$ cat src/rtl/qpu_exu_alu_arb_pkg.sv
// Shared definitions for the EXU ALU arbitration stage: widths, source encodings
// and bit positions of the one-hot op/compare/select flags.
package qpu_exu_alu_arb_pkg;

  localparam int QPU_XLEN  = 32;
  localparam int QPU_TAG_W = 5;

  localparam int ALU_OP_W = 5;
  localparam int CMP_OP_W = 4;
  localparam int NUM_REQ  = 3;

  typedef enum logic [1:0] {
    SRC_ALU = 2'd0,
    SRC_BJP = 2'd1,
    SRC_QIU = 2'd2
  } src_e;

  // dp_sel / request vector layout is {alu, bjp, qiu}
  localparam int SEL_ALU = 2;
  localparam int SEL_BJP = 1;
  localparam int SEL_QIU = 0;

  // alu op layout is {add, sub, xor, or, and}
  localparam int ALU_OP_ADD = 4;
  localparam int ALU_OP_SUB = 3;
  localparam int ALU_OP_XOR = 2;
  localparam int ALU_OP_OR  = 1;
  localparam int ALU_OP_AND = 0;

  // compare layout is {eq, ne, lt, gt}
  localparam int CMP_EQ = 3;
  localparam int CMP_NE = 2;
  localparam int CMP_LT = 1;
  localparam int CMP_GT = 0;

  function automatic logic [1:0] next_src(input logic [1:0] s);
    case (s)
      SRC_ALU: next_src = SRC_BJP;
      SRC_BJP: next_src = SRC_QIU;
      default: next_src = SRC_ALU;
    endcase
  endfunction

  function automatic int sel_bit(input logic [1:0] s);
    case (s)
      SRC_ALU: sel_bit = SEL_ALU;
      SRC_BJP: sel_bit = SEL_BJP;
      default: sel_bit = SEL_QIU;
    endcase
  endfunction

endpackage

$ cat src/rtl/qpu_exu_alu_rr_arb.sv
// Three-way round-robin arbiter (ALU -> BJP -> QIU). Holds the search pointer,
// which advances past the winner only when a grant is actually issued.
module qpu_exu_alu_rr_arb
  import qpu_exu_alu_arb_pkg::*;
(
  input  logic       clk,
  input  logic       rst_n,
  input  logic [2:0] req,
  input  logic       en,
  output logic [2:0] gnt
);

  logic [1:0] ptr;
  logic [1:0] win;
  logic [1:0] cand;
  logic       hit;
  logic       req_by_src [NUM_REQ];

  always_comb begin
    req_by_src[SRC_ALU] = req[SEL_ALU];
    req_by_src[SRC_BJP] = req[SEL_BJP];
    req_by_src[SRC_QIU] = req[SEL_QIU];
  end

  always_comb begin
    hit  = 1'b0;
    win  = ptr;
    cand = ptr;
    for (int k = 0; k < NUM_REQ; k++) begin
      if (!hit && req_by_src[cand]) begin
        hit = 1'b1;
        win = cand;
      end
      cand = next_src(cand);
    end
  end

  always_comb begin
    gnt = '0;
    if (en && hit) gnt[sel_bit(win)] = 1'b1;
  end

  always_ff @(posedge clk or negedge rst_n) begin
    if (!rst_n) begin
      ptr <= SRC_ALU;
    end else if (en && hit) begin
      ptr <= next_src(win);
    end
  end

endmodule

$ cat src/rtl/qpu_exu_alu_arb.sv
// Arbitration and result-register stage in front of the shared ALU datapath:
// grants one of ALU/BJP/QIU per cycle, drives the datapath, registers its result.
module qpu_exu_alu_arb
  import qpu_exu_alu_arb_pkg::*;
#(
  parameter int XLEN  = QPU_XLEN,
  parameter int TAG_W = QPU_TAG_W
) (
  input  logic             clk,
  input  logic             rst_n,

  input  logic             alu_i_valid,
  output logic             alu_i_ready,
  input  logic [4:0]       alu_i_op,
  input  logic [XLEN-1:0]  alu_i_op1,
  input  logic [XLEN-1:0]  alu_i_op2,
  input  logic [TAG_W-1:0] alu_i_tag,

  input  logic             bjp_i_valid,
  output logic             bjp_i_ready,
  input  logic [3:0]       bjp_i_cmp,
  input  logic [XLEN-1:0]  bjp_i_op1,
  input  logic [XLEN-1:0]  bjp_i_op2,
  input  logic [TAG_W-1:0] bjp_i_tag,

  input  logic             qiu_i_valid,
  output logic             qiu_i_ready,
  input  logic [XLEN-1:0]  qiu_i_op1,
  input  logic [XLEN-1:0]  qiu_i_op2,
  input  logic [TAG_W-1:0] qiu_i_tag,

  output logic [2:0]       dp_sel,
  output logic [XLEN-1:0]  dp_op1,
  output logic [XLEN-1:0]  dp_op2,
  output logic [4:0]       dp_alu_op,
  output logic [3:0]       dp_cmp_op,
  input  logic [XLEN-1:0]  dp_res,
  input  logic             dp_cmp_res,

  output logic             o_valid,
  input  logic             o_ready,
  output logic [XLEN-1:0]  o_res,
  output logic             o_cmp,
  output logic [1:0]       o_src,
  output logic [TAG_W-1:0] o_tag
);

  logic             can_accept;
  logic             arb_en;
  logic [2:0]       req;
  logic [2:0]       gnt;
  logic             any_gnt;
  logic [1:0]       gnt_src;
  logic [TAG_W-1:0] gnt_tag;

  assign can_accept = ~o_valid | o_ready;
  // rst_n gates the arbiter so no requestor sees ready while reset is asserted
  assign arb_en     = can_accept & rst_n;
  assign req        = {alu_i_valid, bjp_i_valid, qiu_i_valid};

  qpu_exu_alu_rr_arb u_rr_arb (
    .clk   (clk),
    .rst_n (rst_n),
    .req   (req),
    .en    (arb_en),
    .gnt   (gnt)
  );

  assign any_gnt     = |gnt;
  assign alu_i_ready = gnt[SEL_ALU];
  assign bjp_i_ready = gnt[SEL_BJP];
  assign qiu_i_ready = gnt[SEL_QIU];
  assign dp_sel      = gnt;

  always_comb begin
    dp_op1    = '0;
    dp_op2    = '0;
    dp_alu_op = '0;
    dp_cmp_op = '0;
    gnt_src   = SRC_ALU;
    gnt_tag   = '0;
    if (gnt[SEL_ALU]) begin
      dp_op1    = alu_i_op1;
      dp_op2    = alu_i_op2;
      dp_alu_op = alu_i_op;
      gnt_src   = SRC_ALU;
      gnt_tag   = alu_i_tag;
    end else if (gnt[SEL_BJP]) begin
      dp_op1    = bjp_i_op1;
      dp_op2    = bjp_i_op2;
      dp_cmp_op = bjp_i_cmp;
      gnt_src   = SRC_BJP;
      gnt_tag   = bjp_i_tag;
    end else if (gnt[SEL_QIU]) begin
      dp_op1    = qiu_i_op1;
      dp_op2    = qiu_i_op2;
      gnt_src   = SRC_QIU;
      gnt_tag   = qiu_i_tag;
    end
  end

  // A grant in the same cycle as a drain simply overwrites the held result.
  always_ff @(posedge clk or negedge rst_n) begin
    if (!rst_n) begin
      o_valid <= 1'b0;
      o_res   <= '0;
      o_cmp   <= 1'b0;
      o_src   <= SRC_ALU;
      o_tag   <= '0;
    end else if (any_gnt) begin
      o_valid <= 1'b1;
      o_res   <= dp_res;
      o_cmp   <= gnt[SEL_BJP] & dp_cmp_res;
      o_src   <= gnt_src;
      o_tag   <= gnt_tag;
    end else if (o_ready) begin
      o_valid <= 1'b0;
    end
  end

endmodule

$ cat config.mk
export PLATFORM = sky130hd
export DESIGN_NAME = qpu_exu_alu_arb
export DESIGN_NICKNAME = d
export VERILOG_FILES = /design/src/rtl/qpu_exu_alu_arb_pkg.sv /design/src/rtl/qpu_exu_alu_rr_arb.sv /design/src/rtl/qpu_exu_alu_arb.sv
export SDC_FILE = /design/constraint.sdc
export NUM_CORES = 1
export LEC_CHECK = 0
export ABC_AREA = 1
export BUFFER_PORTS_ARGS = -buffer_cell sky130_fd_sc_hd__buf_4
export CAP_MARGIN = 20
export CORE_AREA = 8 8 140 142
export DETAILED_ROUTE_END_ITERATION = 8
export DIE_AREA = 0 0 148 150
export SYNTH_ARGS = -nofsm -noshare
export SYNTH_HDL_FRONTEND = slang
export SYNTH_SLANG_ARGS = --single-unit
$ cat constraint.sdc
create_clock -name clk -period 6.64 [get_ports clk]
set_input_delay 1.66 -clock clk [delete_from_list [all_inputs] [get_ports clk]]
set_output_delay 1.66 -clock clk [all_outputs]
set_load 0.02 [all_outputs]
== Word-level counts from Yosys, hierarchy flattened ==
Index checks and enable logic that the tools add are counted.

* Register bits: 43
* Output and inout port bits: 120
* Input bits: 255

* Bitwise gates (word level): 7
* Reduce and logical (&&, ||, !) cells: 11
* Eq/ne operators: 3
* Mux-type cells: 39
* Magnitude comparators: 5

{| class="wikitable"
|+ Operator list
! operator !! number
|-
| $mux 32 || 7
|-
| $ge 32x1->1 const B || 1
|-
| $lt 32x4->1 const B || 1
|-
| $mux 5 || 4
|-
| $pmux 2 s2 || 4
|-
| $mux 1 || 12
|-
| $mux 2 || 5
|-
| $ge 3x3->1 const B || 3
|-
| $not 2->3 || 3
|-
| $mux 4 || 2
|-
| $bmux 1 s2 || 3
|-
| $eq 2x1->1 const B || 3
|-
| $logic_not 2->1 || 3
|-
| $logic_and 1x1->1 || 4
|-
| $mux 3 || 1
|-
| $reduce_or 3->1 || 1
|-
| $and 1x1->1 || 2
|-
| $demux 1 s2 || 1
|-
| $logic_not 1->1 || 2
|-
| $reduce_bool 2->1 || 1
|-
| $not 1->1 || 1
|-
| $or 1x1->1 || 1
|}

== Depth between registers and ports, before layout ==
Gate-level depths: netlist of the first run.

* Depth after elaboration: 22
* Mapped depth: 14
* Mapped depth without buffers: 13

== Hierarchy ==
Synthesis of the first run repeated with hierarchy kept, for this count alone.

* Cell total of the unflattened synthesis: 566
* Area, all modules: 3306.9 um^2

{| class="wikitable"
|+ Modules (own cells, without submodules)
! module !! instances !! seq. area each (um^2) !! area each (um^2) !! cells an instance
|-
| qpu_exu_alu_arb || 1 || 1026.0 || 2934.1 || 503
|-
| qpu_exu_alu_rr_arb || 1 || 50.0 || 372.9 || 63
|}

== Worst setup path before layout of the first run ==
Ideal clock, no wire load.

* Path kind: input port to output port
* Start: input port qiu_i_valid
* End: output port dp_sel[2]
* Setup slack: 1.990 ns
* Stages on the path: 11
* Arrival time: 2.990 ns
* Path through: nand3_1 -> nand2_1 -> nor2_2 -> nand3_2 -> inv_2 -> nand2_2 -> nand2_2 -> buf_2 -> nand2_1 -> inv_1 -> buf_4

* Longest elaborated chain between the ends: 18

{| class="wikitable"
|+ RTL lines
! item !! RTL line !! source
|-
| start: declaration || qpu_exu_alu_arb.sv:26 || <nowiki>input logic qiu_i_valid,</nowiki>
|-
| $bmux 1 s2 || qpu_exu_alu_rr_arb.sv:30 || <nowiki>if (!hit && req_by_src[cand]) begin</nowiki>
|-
| $mux 1 (not written as such) (2 in a row) || qpu_exu_alu_rr_arb.sv:30 ||
|-
| $mux 1 || qpu_exu_alu_rr_arb.sv:30 ||
|-
| $logic_not 1->1 || qpu_exu_alu_rr_arb.sv:30 ||
|-
| $logic_and 1x1->1 || qpu_exu_alu_rr_arb.sv:30 ||
|-
| $mux 1 || qpu_exu_alu_rr_arb.sv:30 ||
|-
| $logic_not 1->1 || qpu_exu_alu_rr_arb.sv:30 ||
|-
| $logic_and 1x1->1 || qpu_exu_alu_rr_arb.sv:30 ||
|-
| $mux 2 || qpu_exu_alu_rr_arb.sv:30 ||
|-
| $eq 2x1->1 or $logic_not 2->1 (tied branches) || qpu_exu_alu_arb_pkg.sv:45 || <nowiki>case (s)</nowiki>
|-
| $pmux 2 s2 || qpu_exu_alu_arb_pkg.sv:45 ||
|-
| $mux 32 || qpu_exu_alu_rr_arb.sv:40 || <nowiki>if (en && hit) gnt[sel_bit(win)] = 1'b1;</nowiki>
|-
| $ge 32x1->1 (not written as such) or $lt 32x4->1 (tied branches) || qpu_exu_alu_rr_arb.sv:40 ||
|-
| $logic_and 1x1->1 (not written as such) || qpu_exu_alu_rr_arb.sv:40 ||
|-
| $mux 1 (not written as such) || qpu_exu_alu_rr_arb.sv:40 ||
|-
| $demux 1 s2 || n/a ||
|-
| $mux 3 * || qpu_exu_alu_rr_arb.sv:40 ||
|-
| end: declaration || qpu_exu_alu_arb.sv:32 || <nowiki>output logic [2:0] dp_sel,</nowiki>
|}

Mark *: on every way between the ends. The rest lies on a longest branch, timed or not. The select of a mux whose other input is x is not followed.

== Worst setup path after layout of the first run ==
* Start: input port qiu_i_valid
* End: output port dp_alu_op[2]

* Longest elaborated chain between the ends: 19

{| class="wikitable"
|+ RTL lines
! item !! RTL line !! source
|-
| $bmux 1 s2 || qpu_exu_alu_rr_arb.sv:30 ||
|-
| $mux 1 (not written as such) (2 in a row) || qpu_exu_alu_rr_arb.sv:30 ||
|-
| $mux 1 || qpu_exu_alu_rr_arb.sv:30 ||
|-
| $logic_not 1->1 || qpu_exu_alu_rr_arb.sv:30 ||
|-
| $logic_and 1x1->1 || qpu_exu_alu_rr_arb.sv:30 ||
|-
| $mux 1 || qpu_exu_alu_rr_arb.sv:30 ||
|-
| $logic_not 1->1 || qpu_exu_alu_rr_arb.sv:30 ||
|-
| $logic_and 1x1->1 || qpu_exu_alu_rr_arb.sv:30 ||
|-
| [... 2 more ...] || n/a ||
|-
| $pmux 2 s2 || qpu_exu_alu_arb_pkg.sv:45 ||
|-
| $mux 32 || qpu_exu_alu_rr_arb.sv:40 ||
|-
| $ge 32x1->1 (not written as such) or $lt 32x4->1 (tied branches) || qpu_exu_alu_rr_arb.sv:40 ||
|-
| $logic_and 1x1->1 (not written as such) || qpu_exu_alu_rr_arb.sv:40 ||
|-
| $mux 1 (not written as such) || qpu_exu_alu_rr_arb.sv:40 ||
|-
| $demux 1 s2 || n/a ||
|-
| $mux 3 * || qpu_exu_alu_rr_arb.sv:40 ||
|-
| $mux 5 * || qpu_exu_alu_arb.sv:82 || <nowiki>if (gnt[SEL_ALU]) begin</nowiki>
|-
| end: declaration || qpu_exu_alu_arb.sv:35 || <nowiki>output logic [4:0] dp_alu_op,</nowiki>
|}

Marked as above.

==> flow_summary.json, run 1 <==
{
  "drc": 0,
  "synth_area_leader_cell": "dfrtp_1",
  "clock-root-buffer": "clkbuf_16",
  "wl_per_cell_um": 17.3,
  "worst_slack_ns": 1.13,
  "worst-path-buf-inv": 3,
  "critical_path_class": "input pin to output port",
  "synth_top_area_share_pct": 32.1,
  "cts_tree": "built",
  "syn-cell-area_um2": 3350,
  "grt_pass1_wl_um": 29000,
  "endpoint_kind": "output port",
  "dr.pass1.iters": 4,
  "power-per-cell-area_nw_per_um2": 461,
  "grt_usage_pct": 16.4,
  "syn2layout_area_growth_pct": 93.0,
  "fillers": 1954,
  "synth_edf_count": 0,
  "multi_input_area_um2": 1980,
  "cts_setup_buffers": 0,
  "dpl.hpwl_um": 16100,
  "yosys-top-cells-area": "dfrtp_1 (32%), nand2_1 (31%), nand3_1 (22%)",
  "drt_iter0_markers": 204,
  "crit_start": "qiu_i_valid",
  "rsz0062_at_grt": "no",
  "required_ns": 4.98,
  "cts_resized": 0,
  "status": "finished clean",
  "cts_sinks": 43,
  "async_reset_ff_share_pct": 100,
  "crit-reg2reg-launch": "u_rr_arb.ptr[0]$_DFFE_PN0P_",
  "synth.distinct_cells": 18,
  "die_area_um2": 22200,
  "fin_nets": 1169,
  "crit_arrival_ns": 3.85,
  "drv_slew": 0,
  "cellLeakagePower_nw": 3.66,
  "min-delay-path-class": "flop to flop",
  "cts-buffers-inserted": 5,
  "die_h_um": 150,
  "synthesis.nets": 818,
  "htreeDepth": 2,
  "holdWs_ns": 0.483,
  "hold_buffers": 0,
  "hold_viol_final": 0,
  "initial_core_util_pct": 19.1,
  "min_from": "o_res[12]$_DFFE_PN0P_",
  "placementRows": 49,
  "min_period_ns": 5.51,
  "synthCells": 563,
  "ys_seq_area_share_pct": 32.1,
  "grt_max_degree": 71,
  "via_count": 5044,
  "cts_buffer_depth": 2,
  "place_area_um2": 6330,
  "drt.antenna.violating_nets": 0,
  "slew_headroom_pct": 46.8,
  "ys_warn_count": 0,
  "crit_path_top_delay_cell": "buf_4",
  "clk_latency_ns": 0.29,
  "setup_tns_ns": 0,
  "grt_overflow": 0,
  "drv_cap": 0,
  "cpPeakStageDelay_ns": 0.63,
  "num_antenna_cells": 0,
  "startpoint_type": "input pin",
  "tightest_slew_ns": 0.797,
  "antenna_found_initial": 0,
  "avgSynthCellArea_um2": 5.96,
  "grt_pass1_vias": 5026,
  "place.gp.congestion": 0.854,
  "stdcell_area_um2": 6470,
  "regArea_um2": 1080,
  "clock_skew_ns": 0.00242,
  "ios": 375,
  "core_area_um2": 17500,
  "synth_ff_type": "dfrtp_1",
  "ys_ff_latch": 43,
  "synth_common_cells": "nand2_1 (273), nand3_1 (149), dfrtp_1 (43)",
  "layout-drive-gt1-share_pct": 44.6,
  "synth.most_common_cell": "nand2_1",
  "fin_crit_sh_pct": 83.0,
  "routed_wl_um": 19800,
  "critPathTopFamily": "simple AND/OR/NAND/NOR gates",
  "finalSetupViolations": 0,
  "cp_max_fo": 70,
  "worstPathCellList": "buf_4 -> nand3_1 -> nand3_1 -> nand2_1 -> nand2_1 -> nand3_2 -> nand2_2 -> buf_4 -> nand2_1 -> nor2_1 -> buf_4",
  "fmax_mhz": 181,
  "vdd_drop_max_mv": 0.219,
  "place_ws_ns": 1.10,
  "power.total_mw": 2.98,
  "die_w_um": 148,
  "vias_per_cell": 4.41,
  "numPortBuffers": 374,
  "clkTransAtPathRegs_ns": 0.06
}
sequential cells by signal (all words and copies together), names as in the netlist:
register / flops
o_res: 32
u_rr_arb.ptr: 2
o_tag: 5
o_cmp: 1
o_src: 2
o_valid: 1
placed cells by master (no fill, tap or decap):
cell type / n
clkinv_2: 1
dfrtp_1: 43
a21boi_0: 1
inv_2: 5
nor2_1: 11
o21ai_0: 2
nand3_2: 3
nand2_1: 273
nand2_2: 4
nand3b_1: 6
nand3_1: 149
buf_12: 1
buf_4: 383
inv_1: 21
nor2_4: 3
nor2_2: 2
clkbuf_1: 1
clkbuf_16: 5
clkinvlp_4: 1
area by class of cell:
type                    instances  area share (%)
inverters                      26            1.51
multi-input cells             454            30.5
well taps                     229            4.43
clock buffers                   6            1.99
flip-flops and latches         43            16.6
clock inverters                 2           0.193
repair buffers                384            44.7
worst reg2reg max path, stage by stage (launching register included):
cell	delay, ns
dfrtp_1	0.47
nor2_2	0.24
nand2_1	0.10
nand2_1	0.08
nor2_2	0.05
nand3_1	0.09
nand2_2	0.20
buf_4	0.33
nor2_4	0.28
buf_4	0.38
buf_4	0.24
nand3_1	0.08
nand2_1	0.10
nand2_1	0.05
per-stage QoR:
stage | std cells | util [%]
2_1_floorplan | 563 | -
3_3_place_gp | 1136 | 36.1
3_5_place_dp | 1136 | 36.1
4_1_cts | 1144 | 36.9
5_1_grt | 1144 | 36.9
6_report | 1144 | 36.9
kinds of logic (layout without fill, tap and decap cells):
logic type / Yosys count / after routing / share of synthesized area (%)
and+or+nand+nor: 451 / 451 / 58.0
buffers and inverters: 66 / 418 / 9.37
DFF: 43 / 43 / 32.1
AOI/OAI and AO/OA: 3 / 3 / 0.522
final timing paths:
check                                                   end  slack (ns)  cells after the start
worst max-delay path                           dp_alu_op[2]        1.13                     11
worst min-delay path                  o_res[12]$_DFFE_PN0P_        0.48                      2
worst max register to register         o_tag[3]$_DFFE_PN0P_        3.84                     13
worst min register to register        o_res[12]$_DFFE_PN0P_        0.48                      2
max in group asynchronous             o_res[26]$_DFFE_PN0P_        4.81                      2
min in group asynchronous       u_rr_arb.ptr[0]$_DFFE_PN0P_        1.45                      2
routing by layer:
metal	vias to the layer above	GRT usage, %	wire length, µm
li1	2493	-	-
met1	2274	18.9	7740
met2	255	27.6	9500
met3	22	6.20	2090
met4	0	5.00	431
met5	-	0	0
power breakdown:
| group | internal (mW) | total, mW | switching, mW | leakage [nW] |
|---|---|---|---|---|
| registers | 0.391 | 0.477 | 0.0857 | 0.529 |
| logic | 0.846 | 2.26 | 1.42 | 3.06 |
| clock network | 0.139 | 0.243 | 0.104 | 0.0669 |
| total | 1.38 | 2.98 | 1.61 | 3.66 |
No activity file was read; power rests on OpenSTA's default activity.
==> inputs of run 2 (changes only) <==
CORE_AREA = 8 8 141 143   (was 8 8 140 142)
DIE_AREA = 0 0 149 151   (was 0 0 148 150)
clock period = 4.6 ns   (was 6.64 ns; I/O delays follow)
==> run 2 against run 1 <==
- final cell count increased by 0.26%
- final area rose by 0.77%
- combinational power rose by 45%
- largest power group unchanged
==> flow_summary.json, run 2 (same netlist as run 1, synthesis figures left out) <==
{
  "top_register": "o_res",
  "clk_latency_ns": 0.28,
  "grt_pass1_vias": 5115,
  "clock-root-buffer": "clkbuf_16",
  "hold_viol_final": 0,
  "reg2regPathDepth": 12,
  "grt_pass1_wl_um": 29100,
  "min_from": "o_res[0]$_DFFE_PN0P_",
  "cts_setup_buffers": 0,
  "cts_buffer_depth": 2,
  "cellLeakagePower_nw": 3.68,
  "die_w_um": 149,
  "wirelength_met1_um": 7410,
  "worstPathCellList": "buf_4 -> inv_1 -> nand3_1 -> nand3_2 -> nand2_1 -> nand2_1 -> nand3_2 -> nand2_2 -> buf_4 -> nand3_1 -> nand3_1 -> buf_4",
  "rr_endpoint": "o_tag[2]$_DFFE_PN0P_",
  "core_area_um2": 17700,
  "largest_reg_flops": 32,
  "die_h_um": 151,
  "syn2layout_area_growth_pct": 94.5,
  "cts_sinks": 43,
  "htreeDepth": 2,
  "initial_core_util_pct": 19.0,
  "crit_arrival_ns": 2.91,
  "worst_slack_ns": 0.539,
  "cp_max_fo": 42,
  "antenna_found_initial": 1,
  "r2r_setup_slack_ns": 2.21,
  "final_common_cell": "buf_4",
  "min_period_ns": 4.06,
  "layout-drive-gt1-share_pct": 44.8,
  "numPortBuffers": 374,
  "holdWs_ns": 0.480,
  "worst-path-buf-inv": 4,
  "fillers": 1928,
  "layout_common_cells": "buf_4 (385), nand2_1 (273), nand3_1 (149), dfrtp_1 (43), inv_1 (21)",
  "drv_cap": 0,
  "critPathTopFamily": "simple AND/OR/NAND/NOR gates",
  "crit_path_top_delay_cell": "buf_4",
  "drc": 0,
  "grt_usage_pct": 16.2,
  "vias_per_cell": 4.42,
  "fin_crit_sh_pct": 88.3,
  "clock_skew_ns": 0.00442,
  "endpoint_kind": "output port",
  "die_area_um2": 22500,
  "dpl.hpwl_um": 16400,
  "cts_resized": 0,
  "required_ns": 3.45,
  "dr.pass1.iters": 5,
  "wl_per_cell_um": 17.4,
  "holdPathStages": 2,
  "holdPathEnd": "o_res[0]$_DFFE_PN0P_",
  "fin_nets": 1171,
  "grt_overflow": 0,
  "cpPeakStageDelay_ns": 0.41,
  "drt_iter0_markers": 212,
  "finalSetupViolations": 0,
  "wl_met3_um": 2320,
  "placementRows": 49,
  "grt_max_degree": 67,
  "met2_length_um": 9750,
  "setup_tns_ns": 0,
  "crit-reg2reg-launch": "u_rr_arb.ptr[0]$_DFFE_PN0P_",
  "cts-buffers-inserted": 5,
  "routed.top_layer": "met4",
  "hold_buffers": 0,
  "min-delay-path-class": "flop to flop",
  "ios": 375,
  "cts_tree": "built",
  "via_count": 5068,
  "top_regs": "o_res (32), o_tag (5)",
  "startpoint_type": "input pin",
  "routed_wl_um": 19900,
  "place.gp.congestion": 0.875,
  "fmax_mhz": 246,
  "critical_path_class": "input pin to output port",
  "power-per-cell-area_nw_per_um2": 671,
  "clkTransAtPathRegs_ns": 0.06,
  "rsz0062_at_grt": "no",
  "tightest_slew_ns": 0.548,
  "drv_slew": 0,
  "place_ws_ns": 0.528,
  "drt.antenna.violating_nets": 0,
  "slew_headroom_pct": 63.5,
  "status": "finished clean",
  "vdd_drop_max_mv": 0.325
}
run 2: changes by cell type in the layout (fill, tap and decap cells not counted), sizes merged:
cell      delta
diode        +1
buf          +2
clkinvlp     -1
bufinv       +1
run 2: how the worst max path moves through the flow:
stage                   end        start  slack (ns)  cells past startpoint
2_1_floorplan     dp_sel[2]  qiu_i_valid        0.97                     11
5_1_grt        dp_alu_op[3]  qiu_i_valid        0.27                     12
6_report         dp_op2[28]  bjp_i_valid        0.54                     12
3_5_place_dp     dp_op2[28]  bjp_i_valid        0.53                     12
4_1_cts          dp_op2[28]  bjp_i_valid        0.53                     12
3_3_place_gp     dp_op2[28]  qiu_i_valid        0.55                     12
run 2: metrics by stage:
stage,util (%),cells,cell area [µm²],power [mW]
CTS,36.9,1146,6520,4.45
global route,36.9,1147,6520,4.71
finish,36.9,1147,6520,4.38
global placement,35.9,1138,6350,4.01
detailed placement,35.9,1138,6350,4.01
floorplan,-,563,3350,2.57
run 2: final cells by class:
class	instances	area [µm²]	area share (%)
Timing Repair Buffer	386	2910	44.6
Multi-Input combinational cell	454	1980	30.3
Sequential cell	43	1080	16.5
Tap cell	229	287	4.39
Clock buffer	6	139	2.13
Inverter	26	97.6	1.50
Clock inverter	2	35.0	0.537
Antenna cell	1	2.50	0.0384
run 2: power breakdown:
part / internal, mW / total (mW) / switching, mW / leakage, nW
sequential: 0.565 / 0.683 / 0.118 / 0.529
clock: 0.270 / 0.412 / 0.142 / 0.0869
combinational: 1.24 / 3.28 / 2.05 / 3.07
total: 2.07 / 4.38 / 2.31 / 3.68
run 2: per-layer routing:
layer	track usage, %	vias to the layer above
met1	18.0	2287
met3	5.98	19
met2	28.4	265
li1	-	2497
met4	4.85	0
met5	0	-
run 2: worst min-delay path, stage by stage, from the launching register on:
cell	delay [ns]
dfrtp_1	0.34
nand2_1	0.05
nand2_1	0.05
==> inputs of run 3 (changes only) <==
CTS_CLUSTER_SIZE = 12   (was not set)
PLACE_DENSITY = 0.57   (was not set)
==> run 3 against run 2 <==
- flip-flop and latch count unchanged
- hold slack improved by 0.0036 ns
- sequential share of layout area down 0.063 points
- combinational power about the same
- fmax fell by 1.1%
- register-to-register slack better by 0.09 ns
- core utilization up 0.14 points
- critical endpoint is now dp_alu_op[3]
- final cell count down 0.17%
- highest routed layer is now met5
- clock skew down 0.0012 ns
==> flow_summary.json, run 3 (same netlist as run 1, synthesis figures left out) <==
{
  "status": "finished clean",
  "crit-reg2reg-launch": "u_rr_arb.ptr[0]$_DFFE_PN0P_",
  "grt_max_degree": 68,
  "die_area_um2": 22500,
  "drv_slew": 0,
  "cpMostUsedCell": "buf_4",
  "drt.antenna.violating_nets": 0,
  "vias_per_cell": 4.37,
  "cts_sinks": 43,
  "power-per-cell-area_nw_per_um2": 677,
  "critical_path_class": "input pin to output port",
  "numPortBuffers": 374,
  "power_frac_clock_pct": 10.3,
  "pwr-share-comb_pct": 74.2,
  "grt_overflow": 0,
  "dpl.hpwl_um": 16400,
  "clkTransAtPathRegs_ns": 0.06,
  "regArea_um2": 1080,
  "endpoint_kind": "output port",
  "slew_headroom_pct": 62.9,
  "cts_buffer_depth": 2,
  "cts-buffers-inserted": 5,
  "p_seq_share_pct": 15.4,
  "htreeDepth": 2,
  "fin_crit_sh_pct": 89.3,
  "p_switching_mw": 2.31,
  "fmax_mhz": 243,
  "place_ws_ns": 0.494,
  "rr_endpoint": "u_rr_arb.ptr[0]$_DFFE_PN0P_",
  "fin_nets": 1169,
  "netSwitchingFraction_pct": 52.1,
  "finalSetupViolations": 0,
  "layout_common_cells": "buf_4 (381), nand2_1 (273), nand3_1 (149), dfrtp_1 (43), inv_1 (21)",
  "startpoint_type": "input pin",
  "top_register": "o_res",
  "required_ns": 3.45,
  "layout-drive-gt1-share_pct": 44.6,
  "r2r_setup_slack_ns": 2.30,
  "drv_cap": 0,
  "cp_max_fo": 32,
  "reg2regPathDepth": 10,
  "crit_path_top_delay_cell": "buf_4",
  "holdPathEnd": "o_tag[4]$_DFFE_PN0P_",
  "vdd_drop_max_mv": 0.352,
  "rsz0062_at_grt": "no",
  "wl_per_cell_um": 17.5,
  "holdPathStages": 2,
  "antenna_found_initial": 2,
  "placementRows": 49,
  "cts_resized": 0,
  "die_w_um": 149,
  "routed_wl_um": 20100,
  "setup_tns_ns": 0,
  "hold_viol_final": 0,
  "via_count": 4998,
  "p_int_mw": 2.12,
  "crit_arrival_ns": 2.96,
  "min_from": "o_tag[4]$_DFFE_PN0P_",
  "fillers": 1939,
  "ios": 375,
  "clock_skew_ns": 0.00324,
  "multi_input_area_um2": 1980,
  "cellLeakagePower_nw": 3.68,
  "cpPeakStageDelay_ns": 0.34,
  "clk_latency_ns": 0.28,
  "grt_usage_pct": 16.5,
  "final_common_cell": "buf_4",
  "core_area_um2": 17700,
  "grt_pass1_vias": 5064,
  "grt_pass1_wl_um": 29300,
  "clock-root-buffer": "clkbuf_16",
  "syn2layout_area_growth_pct": 95.3,
  "worstPathCellList": "buf_4 -> inv_1 -> nand3_1 -> nand3_2 -> nand3_2 -> nand3_1 -> nand2_2 -> nor2_4 -> buf_4 -> nand2_1 -> nor2_1 -> buf_4",
  "worst_slack_ns": 0.492,
  "min_period_ns": 4.11,
  "cts_setup_buffers": 0,
  "min-delay-path-class": "flop to flop",
  "initial_core_util_pct": 19.0,
  "top_regs": "o_res (32), o_tag (5)",
  "cts_tree": "built",
  "drc": 0,
  "tightest_slew_ns": 0.557,
  "hold_buffers": 0,
  "largest_reg_flops": 32,
  "die_h_um": 151,
  "dr.pass1.iters": 4,
  "drt_iter0_markers": 154,
  "place.gp.congestion": 0.847
}
==> run 3: cell types whose count changed in the layout (fill, tap and decap cells not counted), sizes merged <==
| cell | delta |
|---|---|
| bufinv | +1 |
| clkinv | -1 |
| buf | -2 |
==> run 3: layout make-up <==
| type | instances | area share, % |
|---|---|---|
| repair buffers | 384 | 44.6 |
| multi-input cells | 454 | 30.2 |
| flip-flops and latches | 43 | 16.4 |
| well taps | 229 | 4.38 |
| clock buffers | 6 | 1.97 |
| inverters | 26 | 1.49 |
| clock inverters | 2 | 0.917 |
| diodes | 1 | 0.0382 |
==> run 3: routing by layer <==
metal | track usage (%) | part of all wire [%]
met3 | 5.86 | 11
met5 | 0 | 0.065
met4 | 4.44 | 1.7
met2 | 28.1 | 48
met1 | 19.1 | 39
==> run 3: worst max path at each step <==
stage / from / endpoint / slack [ns]
4_1_cts: bjp_i_valid / dp_alu_op[3] / 0.49
6_report: bjp_i_valid / dp_alu_op[3] / 0.49
2_1_floorplan: qiu_i_valid / dp_sel[2] / 0.97
5_1_grt: bjp_i_valid / dp_alu_op[0] / 0.29
3_3_place_gp: bjp_i_valid / dp_alu_op[3] / 0.54
3_5_place_dp: bjp_i_valid / dp_alu_op[3] / 0.49
==> run 3: power groups by stage <==
| stage | sequential (mW) | clock, mW | combinational, mW |
|---|---|---|---|
| 4_1_cts | 0.685 | 0.469 | 3.36 |
| 3_3_place_gp | 0.684 | 0 | 3.35 |
| 5_1_grt | 0.709 | 0.482 | 3.57 |
| 2_1_floorplan | 0.892 | 0 | 1.67 |
| 6_report | 0.684 | 0.457 | 3.29 |
| 3_5_place_dp | 0.678 | 0 | 3.35 |
==> run 3: worst max-delay path: cells and delay by family <==
family / cells / cell delay [ns]
and+or+nand+nor: 8 / 1.14
buffers and inverters: 4 / 0.66
==> run 3: stage by stage <==
step | instances | power, mW | util [%] | hold WS, ns | area (µm²)
final | 1145 | 4.43 | 37.1 | 0.484 | 6550
after global routing | 1145 | 4.76 | 37.1 | 0.498 | 6550
after CTS | 1144 | 4.51 | 37.1 | 0.488 | 6550
after detailed placement | 1136 | 4.03 | 36.0 | 0.466 | 6360
after global placement | 1136 | 4.03 | 36.0 | 0.465 | 6360
after floorplan | 563 | 2.57 | - | 0.591 | 3350
